==> config.mk <==
export PLATFORM = sky130hd
export DESIGN_NAME = wlan_scrambler_par
export DESIGN_NICKNAME = d
export VERILOG_FILES = /design/src/rtl/scrambler_pkg.sv /design/src/rtl/scrambler_bit_step.sv /design/src/rtl/wlan_scrambler_par.sv
export SDC_FILE = /design/constraint.sdc
export NUM_CORES = 1
export LEC_CHECK = 0
export CAP_MARGIN = 20
export CORE_MARGIN = 2
export CORE_UTILIZATION = 46
export DETAILED_ROUTE_END_ITERATION = 8
export PLACE_DENSITY = 0.76
export SYNTH_ARGS = -nofsm -noshare
export SYNTH_HDL_FRONTEND = slang
export SYNTH_SLANG_ARGS = --single-unit
==> constraint.sdc <==
create_clock -name clk_i -period 5.16 [get_ports clk_i]
set_input_delay 0.516 -clock clk_i [delete_from_list [all_inputs] [get_ports clk_i]]
set_output_delay 0.516 -clock clk_i [all_outputs]
set_load 0.02 [all_outputs]
==> src/rtl/scrambler_pkg.sv <==
// Shared constants and types for the 802.11a data scrambler (x^7 + x^4 + 1).
//   SEED_LEN     : number of SERVICE bits used to recover the descrambler state
//   TAP_A/TAP_B  : state bit positions XORed to form the feedback bit
//   DEFAULT_SEED : substitute for an all-zero programmed seed
//   RESET_STATE  : LFSR contents after reset and at descramble frame start
//   fsm_state_e  : frame-level control states
package scrambler_pkg;

  localparam int SEED_LEN = 7;
  localparam int TAP_A    = 6;
  localparam int TAP_B    = 3;

  localparam logic [SEED_LEN-1:0] DEFAULT_SEED = 7'b1011101;
  localparam logic [SEED_LEN-1:0] RESET_STATE  = 7'h7F;

  typedef enum logic [1:0] {
    IDLE = 2'd0,
    SEED = 2'd1,
    RUN  = 2'd2
  } fsm_state_e;

  // An all-zero LFSR never leaves zero, so a zero seed is replaced.
  function automatic logic [SEED_LEN-1:0] load_seed(input logic [SEED_LEN-1:0] seed);
    return (seed == '0) ? DEFAULT_SEED : seed;
  endfunction

endpackage

==> src/rtl/scrambler_bit_step.sv <==
// One serial step of the scrambler LFSR, purely combinational.
// Chained W times by the top to process a whole beat per clock.
//   s_i          : LFSR state before this bit (bit 0 newest)
//   in_bit_i     : input bit
//   seed_phase_i : 1 = shift the received bit into the state, output 0
//   s_o          : LFSR state after this bit
//   out_bit_o    : scrambled / descrambled bit
module scrambler_bit_step
  import scrambler_pkg::*;
(
  input  logic [SEED_LEN-1:0] s_i,
  input  logic                in_bit_i,
  input  logic                seed_phase_i,
  output logic [SEED_LEN-1:0] s_o,
  output logic                out_bit_o
);

  logic fb;

  assign fb = s_i[TAP_A] ^ s_i[TAP_B];

  always_comb begin
    if (seed_phase_i) begin
      // During seed recovery the received bits are the scrambler sequence
      // itself (SERVICE bits are zero), so they become the state directly.
      s_o       = {s_i[SEED_LEN-2:0], in_bit_i};
      out_bit_o = 1'b0;
    end else begin
      s_o       = {s_i[SEED_LEN-2:0], fb};
      out_bit_o = in_bit_i ^ fb;
    end
  end

endmodule

==> src/rtl/wlan_scrambler_par.sv <==
// 802.11a scrambler / descrambler processing W bits per clock.
// MODE=0 scrambles from a programmed seed; MODE=1 recovers the seed from the
// first 7 received bits of the frame, then descrambles the remainder.
//   clk_i       : rising-edge clock
//   rst_ni      : asynchronous active-low reset
//   start_i     : frame start, re-arms the block from any state
//   seed_i      : scramble seed, sampled on start_i (MODE=0)
//   in_valid_i  : qualifies in_data_i
//   in_data_i   : input bits, bit 0 earliest
//   out_valid_o : qualifies out_data_o (one cycle after the input beat)
//   out_data_o  : output bits, bit 0 earliest
//   locked_o    : LFSR state is valid for data
//   seed_o      : recovered (MODE=1) or loaded (MODE=0) seed
module wlan_scrambler_par
  import scrambler_pkg::*;
#(
  parameter int W    = 1,
  parameter bit MODE = 1'b0
) (
  input  logic                clk_i,
  input  logic                rst_ni,
  input  logic                start_i,
  input  logic [SEED_LEN-1:0] seed_i,
  input  logic                in_valid_i,
  input  logic [W-1:0]        in_data_i,
  output logic                out_valid_o,
  output logic [W-1:0]        out_data_o,
  output logic                locked_o,
  output logic [SEED_LEN-1:0] seed_o
);

  fsm_state_e          state_q, state_d, eff_state;
  logic [SEED_LEN-1:0] s_q, s_d, eff_s;
  logic [2:0]          cnt_q, cnt_d, eff_cnt;
  logic                out_valid_q, out_valid_d;
  logic [W-1:0]        out_data_q, out_data_d;
  logic                locked_q, locked_d;
  logic [SEED_LEN-1:0] seed_q, seed_d;

  logic [SEED_LEN-1:0] chain_s [W+1];
  logic [W-1:0]        chain_out;
  logic [W-1:0]        seed_ph;
  logic [SEED_LEN-1:0] seed_cap;
  logic                fire;
  logic                seed_done;

  // A Start in the same cycle as a beat means that beat already belongs to
  // the new frame, so the chain always runs from the post-Start view.
  always_comb begin
    eff_state = state_q;
    eff_cnt   = cnt_q;
    eff_s     = s_q;
    if (start_i) begin
      eff_cnt = '0;
      if (MODE) begin
        eff_state = SEED;
        eff_s     = RESET_STATE;
      end else begin
        eff_state = RUN;
        eff_s     = load_seed(seed_i);
      end
    end
  end

  assign chain_s[0] = eff_s;

  generate
    for (genvar gi = 0; gi < W; gi++) begin : g_step
      // Bit gi is a seed bit while fewer than SEED_LEN bits precede it.
      assign seed_ph[gi] = (eff_state == SEED) && ((int'(eff_cnt) + gi) < SEED_LEN);

      scrambler_bit_step u_step (
        .s_i          (chain_s[gi]),
        .in_bit_i     (in_data_i[gi]),
        .seed_phase_i (seed_ph[gi]),
        .s_o          (chain_s[gi+1]),
        .out_bit_o    (chain_out[gi])
      );
    end
  endgenerate

  always_comb begin
    fire        = in_valid_i && (eff_state != IDLE);
    seed_done   = (eff_state == SEED) && ((int'(eff_cnt) + W) >= SEED_LEN);
    state_d     = eff_state;
    cnt_d       = eff_cnt;
    s_d         = eff_s;
    out_valid_d = fire;
    out_data_d  = '0;
    locked_d    = locked_q;
    seed_d      = seed_q;

    // State right after the 7th seed bit, wherever it falls in the beat.
    seed_cap = seed_q;
    for (int k = 0; k < W; k++) begin
      if ((int'(eff_cnt) + k + 1) == SEED_LEN) begin
        seed_cap = chain_s[k+1];
      end
    end

    if (start_i) begin
      locked_d = !MODE;
      if (!MODE) begin
        seed_d = eff_s;
      end
    end

    if (fire) begin
      s_d        = chain_s[W];
      out_data_d = chain_out;
      if (eff_state == SEED) begin
        if (seed_done) begin
          state_d  = RUN;
          cnt_d    = 3'(SEED_LEN);
          locked_d = 1'b1;
          seed_d   = seed_cap;
        end else begin
          // Only reached while eff_cnt + W < SEED_LEN, so 3 bits suffice.
          cnt_d = eff_cnt + 3'(W);
        end
      end
    end
  end

  always_ff @(posedge clk_i or negedge rst_ni) begin
    if (!rst_ni) begin
      state_q     <= IDLE;
      cnt_q       <= '0;
      s_q         <= RESET_STATE;
      out_valid_q <= 1'b0;
      out_data_q  <= '0;
      locked_q    <= 1'b0;
      seed_q      <= '0;
    end else begin
      state_q     <= state_d;
      cnt_q       <= cnt_d;
      s_q         <= s_d;
      out_valid_q <= out_valid_d;
      out_data_q  <= out_data_d;
      locked_q    <= locked_d;
      seed_q      <= seed_d;
    end
  end

  assign out_valid_o = out_valid_q;
  assign out_data_o  = out_data_q;
  assign locked_o    = locked_q;
  assign seed_o      = seed_q;

endmodule

## Word-level counts from Yosys, hierarchy flattened

Index checks and enable logic that the tools add are counted.

| operators by class | value |
|---|---|
| add/sub/neg operators | 2 |
| reductions and logical operators | 5 |
| mux-type cells | 23 |
| multiply operators | 0 |
| eq/ne operators | 3 |
| divide/modulo/power cells | 0 |
| order comparisons | 2 |
| bitwise operators | 2 |
| shift-type cells | 0 |

Operator list:

| kind | number |
|---|---|
| 2-to-1 mux 7 bit | 8 |
| >= comparator 32 x 4 -> 1 bit, second input constant | 1 |
| 2-to-1 mux 3 bit | 4 |
| 2-to-1 mux 2 bit | 4 |
| zero test 7 bit | 1 |
| 2-to-1 mux 1 bit | 7 |
| adder 3 x 1 -> 4 bit, second input constant | 1 |
| == test 4 x 3 -> 1 bit, second input constant | 1 |
| != test 4 x 3 -> 1 bit, second input constant | 1 |
| adder 3 x 1 -> 3 bit, second input constant | 1 |
| logical AND 1 bit | 3 |
| < comparator 3 bit, second input constant | 1 |
| == test 2 x 1 -> 1 bit, second input constant | 1 |
| nonzero test 2 bit | 1 |
| bitwise XOR 1 bit | 2 |

| storage, ports and cells | value |
|---|---|
| memories kept | 0 |
| bits in registers | 22 |
| memory bits (writable) | 0 |
| memory bits (read-only) | 0 |
| logic and storage cells | 44 |
| input port bits | 12 |
| latch bits | 0 |
| output and inout port bits | 10 |

## Longest topological paths before layout

Gate-level depths: netlist (run 1).

| depth | value |
|---|---|
| depth in word-level cells | 9 |
| gate-level depth with buffers | 9 |
| depth with buffers taken out | 6 |

## Hierarchy

Synthesis (run 1) repeated with hierarchy kept, for this count alone.

| second synthesis, totals | value |
|---|---|
| cell total of the unflattened synthesis | 130 |
| area, all modules | 1271.2 um^2 |

By module, submodules not included:

| module | times used | area an instance (um^2) | sequential area each (um^2) | cells each |
|---|---|---|---|---|
| wlan_scrambler_par | 1 | 1179.9 | 559.3 | 119 |
| scrambler_bit_step | 1 | 91.3 | 0.0 | 11 |

## Worst setup path before layout (run 1)

Ideal clock, no wire load.

| path | value |
|---|---|
| path type | input to register |
| start | input start_i |
| end | register seed_q[0] (netlist: seed_o[0]) |
| setup slack | 2.844 ns |
| data required time | 5.066 ns |
| arrival | 2.223 ns |
| buffers on the path | 3 |
| stages | 9 |
| setup time | 0.094 ns |
| path through | clkbuf_1 > buf_2 > nand2b_1 > inv_1 > ha_1 > a211o_1 > a21o_1 > clkbuf_1 > a211oi_1 |

| on the way | value |
|---|---|
| longest elaborated chain between the ends | 8 |
| elaborated cells on any way between the ends | 20 |
| classes of those cells | add/sub (1); order compare (2); eq/ne (3); mux (9); bitwise (1); reduce/logical (4) |

Ends and longest elaborated chain:

| what | RTL line | source |
|---|---|---|
| start, declared | wlan_scrambler_par.sv:22 | `input logic start_i,` |
| parallel branches: the longest is 8 deep, another holds >= comparator 32 x 4 -> 1 bit | -- |  |
| end signal, assigned | wlan_scrambler_par.sv:133 | `seed_q <= '0;` |
| end signal, assigned | wlan_scrambler_par.sv:141 | `seed_q <= seed_d;` |
| end, declared | wlan_scrambler_par.sv:38 | `logic [SEED_LEN-1:0] seed_q, seed_d;` |

Parallel ways; which one is timed is not known. The select of a mux whose other input is x is not followed.
A chain may end at the register's enable or synchronous reset.

## Worst setup path after layout (run 1)

Same ends and word-level chain as after synthesis.

==> results of run 1 <==
[path summary, 6_finish.rpt]
kind,start,end,slack [ns]
min in group asynchronous,rst_ni,out_valid_o,0.55
worst max-delay path,start_i,seed_o[0],2.37
max in group asynchronous,rst_ni,s_q[1],4.04
worst min-delay path,locked_o,locked_o,0.49
worst min register to register,locked_o,locked_o,0.49
worst max register to register,cnt_q[1],seed_o[0],3.29
[cell families after synthesis]
logic type	Yosys count
AOI/OAI and AO/OA	27
xor gates and xnor gates	3
buffers and inverters	10
adders and majority gates	2
muxes	10
and+or+nand+nor	36
DFF	22
[placed cells by master, fill, tap and decap left out, types with 2 or more instances in the layout]
master and n:
nor2_1 8, clkdlybuf4s50_1 21, nor2b_1 3, and3_1 3, a211oi_1 3, or3_1 2, dfrtp_1 15, mux2i_1 10
clkbuf_4 3, xnor2_1 3, o21ai_0 3, ha_1 2, dfstp_2 7, a21oi_1 4, nor3_1 4, inv_1 4
a211o_1 2, nand2b_1 6, o22ai_1 7, nand2_1 3
[cell type report]
| type | instances | area, um2 |
|---|---|---|
| tap | 30 | 37.5 |
| fill | 234 | 995 |
| timing repair buffer | 23 | 229 |
| inverter | 4 | 15.0 |
| multi-input combinational | 78 | 561 |
| clock buffer | 4 | 36.3 |
| sequential | 22 | 559 |
[flip-flops by register name, indices dropped and copies added (netlist names)]
name	cells
cnt_q	3
locked_o	1
out_data_o	1
out_valid_o	1
s_q	7
seed_o	7
state_q	2
[metal layers]
| metal | GRT usage | up-vias | share of wire |
|---|---|---|---|
| met5 | 0 | - | 0 |
| met4 | 0.0833 | 0 | 0.0065 |
| met3 | 0.0306 | 2 | 0.047 |
| met2 | 0.315 | 27 | 0.47 |
| met1 | 0.267 | 439 | 0.47 |
| li1 | - | 448 | - |
[through the flow]
step	setup WS, ns	area, um2	instances
floorplan	2.84	1160	110
global placement	2.15	1390	156
detailed placement	2.06	1390	156
CTS	2.38	1430	160
global route	2.20	1440	161
finish	2.37	1440	161
[where the power goes]
part	internal (uW)	switching [uW]
clock	43.1	52.6
sequential	192	7.10
combinational	38.2	40.0
total	273	99.7
==> results.toml, run 1 <==
[status]
status = "finished clean"

[global_route]
overflow = 0
gr-usage-all-layers = 0.198
grt_antenna_before_repair = 0
global_route_wire_length_before_repair_um = 4140
grt_max_degree = 28
grt_pass1_vias = 926

[synth]
synth_top_area_frac = 0.324
mappedNetlistArea_mm2 = 0.00116
synth_fp_nets = 124
synthArstFlopShare = 1.00
synth.yosys.warnings = 0
post_synth_xor_area_fraction = 0.0227
post-synth-top-count-cell = "dfrtp_1"
synth.top_cells.by_count = "15 x dfrtp_1, 10 x mux2i_1, 8 x nor2_1"
synth-edff-count = 0
synth_top_cell_by_area = "dfrtp_1"
synth_ff_type = "dfrtp_1"
ys_seq_elements = 22
share_of_synthesized_cell_area_in_full_adder_half_adder_and_majority_cells = 0.0216
ys_seq_area_frac = 0.483
syn-instance-count = 110
synth_area_leaders = "dfrtp_1 32%, dfstp_2 16%, mux2i_1 8.6%, o22ai_1 3.8%, nand2b_1 3.2%"
synth.mux.area_fraction = 0.0864
synth_top_family_by_area = "simple AND/OR/NAND/NOR gates"
yosysUniqueCellTypes = 36
syn_avg_cell_area_um2 = 10.5
synthSimpleGateAreaFrac = 0.178
synth-compound-area-share = 0.175

[hold_path]
worst_hold_path.num_cells = 1
hold_path.class = "flop to flop"

[worst_setup_path]
crit_path_start_kind = "input port"
worstSetupEndpointType = "flop"
cp_num_cells = 7
timing.reg2reg.worst_path_depth = 5
max_incr_delay_on_cp_ns = 1.08
crit_path_max_fanout = 27
data_required_time_of_the_worst_path_ns = 5.38
total_buffers_and_inverters_traversed_by_the_critical_path = 2
timing.critical_path.arrival_ns = 3.02
worst_path_dominant_cell_family = "buffers and inverters"
crit_path_cell_trace = "clkdlybuf4s50_1 > nand2b_1 > inv_1 > ha_1 > a211o_1 > a21o_1 > a211oi_1"
worst_path_max_delay_cell = "clkdlybuf4s50_1"
worst-setup-path-type = "input port to flop"

[routing]
via_per_inst = 5.69
detail_route.wl_per_cell_um = 15.2
dr.first_iter.drc_count = 15
drt-total-wl_um = 2450
first_pass_iters = 4
drt_drc_violations_left = 0
dr_total_vias = 916
route.antenna.remaining_nets = 0

[sta]
clock-skew-final_ns = 0.00325
max_slew_margin = 0.375
finalHoldViolCount = 0
period_needed_ns = 2.79
worstMarginPinSlew_ns = 0.935
fin_crit_sh = 0.541
accumulated_negative_setup_slack_ns = 0
highest_achievable_clock_rate_mhz = 358
finalSetupViolations = 0
timing_max_transition_violations_final = 0
rsz_0062_raised_after_global_routing = "false"
min_hold_slack_ns = 0.488

[clock_tree]
post_cts.repair.setup_buffers = 0
tritoncts_clock_tree = "done"
clock_latency_ns = 0.31
cts_hold_buffers = 0
cts_htree_levels = 1
clk_pin_slew_worst_paths_ns = 0.12
numCtsBuffers = 3
ctsRootBufferMaster = "clkbuf_4"
cts.sinks = 22
max-clock-path-buffers = 2
post_cts_resize_count = 0

[finish]
antenna_cells_inserted = 0
fin_util = 0.591
drive_gt1_frac = 0.115
areaGrowthSynthToFinish_pct = 24.1
nNetsFinal = 146

[floorplan]
initial_core_util = 0.476
fp.dieW_um = 54.2
fp-row-count = 18
die_h_um = 54.2
coreArea_mm2 = 0.00243
die_area_mm2 = 0.00294
total_i_o_pin_count = 22

[pwr]
vdd_drop_max_mv = 0.191
power.static_leakage_uw = 0.000632
power-per-cell-area_mw_per_mm2 = 260
post-layout-total-power_uw = 373

[placement]
finalWeightedCongestion = 0.763
dpl.hpwl_um = 1790
port-buffer-count = 21

[flow_run]
maxCapViolCount = 0
Power figures use the tool's default switching activity.
==> inputs of run 2 (changes only) <==
- CORE_UTILIZATION: 46 -> 45
- PLACE_DENSITY: 0.76 -> 0.77
- clock period: 5.16 -> 2.4 ns (I/O delays scaled with it)
==> results.toml, run 2 (synthesized netlist as in run 1, its figures left out) <==
[floorplan]
total_i_o_pin_count = 22
coreArea_mm2 = 0.00245
fp-row-count = 18
fp.dieW_um = 54.7
die_h_um = 54.7
die_area_mm2 = 0.00300
initial_core_util = 0.472

[pwr]
vdd_drop_max_mv = 0.558
power-per-cell-area_mw_per_mm2 = 537
power.static_leakage_uw = 0.000635
post-layout-total-power_uw = 773

[finish]
drive_gt1_frac = 0.120
fin_util = 0.586
nNetsFinal = 148
layout_common_cells = "21 x clkdlybuf4s50_1, 15 x dfrtp_1, 10 x mux2i_1"
most_common_cell_after_layout_fill_and_taps_aside = "clkdlybuf4s50_1"
antenna_cells_inserted = 0
areaGrowthSynthToFinish_pct = 24.2
layout.filler_cells = 211
design_area_mm2 = 0.00144

[worst_setup_path]
crit_path_start_kind = "input port"
crit_path_max_fanout = 8
worst-setup-path-type = "input port to flop"
timing.critical_path.arrival_ns = 2.19
data_required_time_of_the_worst_path_ns = 2.63
worstSetupEndpointType = "flop"
crit-reg2reg-launch = "cnt_q[1]"
worst_path_dominant_cell_family = "compound AO/OA/AOI/OAI gates"
total_buffers_and_inverters_traversed_by_the_critical_path = 1
timing.critical_path.from = "seed_i[3]"
max_incr_delay_on_cp_ns = 0.55
crit_path_cell_trace = "clkdlybuf4s50_1 > or4_4 > o41ai_4 > o22ai_1 > mux2i_1"
worst_path_max_delay_cell = "or4_4"

[sta]
clock-skew-final_ns = 0.00808
timing_max_transition_violations_final = 0
accumulated_negative_setup_slack_ns = 0
rsz_0062_raised_after_global_routing = "false"
fin_crit_sh = 0.817
worstMarginPinSlew_ns = 0.528
highest_achievable_clock_rate_mhz = 510
max_slew_margin = 0.647
finalSetupViolations = 0
finalHoldViolCount = 0
period_needed_ns = 1.96

[routing]
route.antenna.remaining_nets = 0
via_per_inst = 5.69
dr.first_iter.drc_count = 25
detail_route.wl_per_cell_um = 15.5
drt_drc_violations_left = 0
drt-total-wl_um = 2530
first_pass_iters = 4
dr_total_vias = 928

[global_route]
overflow = 0
gr-usage-all-layers = 0.205
grt_pass1_vias = 946
grt_max_degree = 26
grt_antenna_before_repair = 0
global_route_wire_length_before_repair_um = 4280

[clock_tree]
post_cts.repair.setup_buffers = 0
cts.sinks = 22
clock_latency_ns = 0.31
clk_pin_slew_worst_paths_ns = 0.12
max-clock-path-buffers = 2
post_cts_resize_count = 0
cts_htree_levels = 1
numCtsBuffers = 3
cts_hold_buffers = 0
ctsRootBufferMaster = "clkbuf_4"
tritoncts_clock_tree = "done"

[hold_path]
hold_path.class = "input port to async pin"

[placement]
finalWeightedCongestion = 0.769
postPlaceCellArea_mm2 = 0.00141
dpl.hpwl_um = 1910
port-buffer-count = 21

[flow_run]
maxCapViolCount = 0

[status]
status = "finished clean"
run 2: worst reg2reg max path: stages (launching register included):
cell and delay (ns):
dfrtp_1 0.44, nor2b_1 0.18, ha_1 0.22, a211o_1 0.33, a21o_1 0.27, a211oi_1 0.22
run 2: worst paths after layout:
kind / end / slack [ns] / cells after the start
setup reg to reg: seed_o[0] / 0.66 / 5
min in group clk_i: locked_o / 0.50 / 1
setup / recovery: s_q[4] / 0.44 / 5
hold / removal: state_q[1] / 0.26 / 2
max in group asynchronous: s_q[1] / 1.85 / 2
hold reg to reg: locked_o / 0.50 / 1
run 2: per-stage QoR:
step           hold slack (ns)  setup WS, ns  cells
2_1_floorplan          -0.0556         0.360    110
3_3_place_gp             0.458         0.213    159
3_5_place_dp             0.479         0.163    159
4_1_cts                  0.265         0.460    163
5_1_grt                  0.282         0.379    163
6_report                 0.260         0.440    163
run 2: final cells by class:
type,count,area [um2],area share
clock buffer,4,26.3,0.0183
inverter,4,15.0,0.0104
multi-input combinational,78,561,0.390
sequential,22,559,0.389
tap,30,37.5,0.0261
timing repair buffer,25,240,0.167
run 2: per-layer routing:
| layer | track usage | vias up | share of wire |
|---|---|---|---|
| li1 | - | 451 | - |
| met2 | 0.343 | 34 | 0.48 |
| met5 | 0 | - | 0 |
| met3 | 0.0628 | 4 | 0.064 |
| met4 | 0.0500 | 0 | 0.012 |
| met1 | 0.255 | 439 | 0.44 |
run 2: where the power goes:
group	switching, uW	internal [uW]	total, uW
Combinational	85.5	82.6	168
Clock	111	64.9	176
Sequential	15.8	413	429
Total	212	561	773
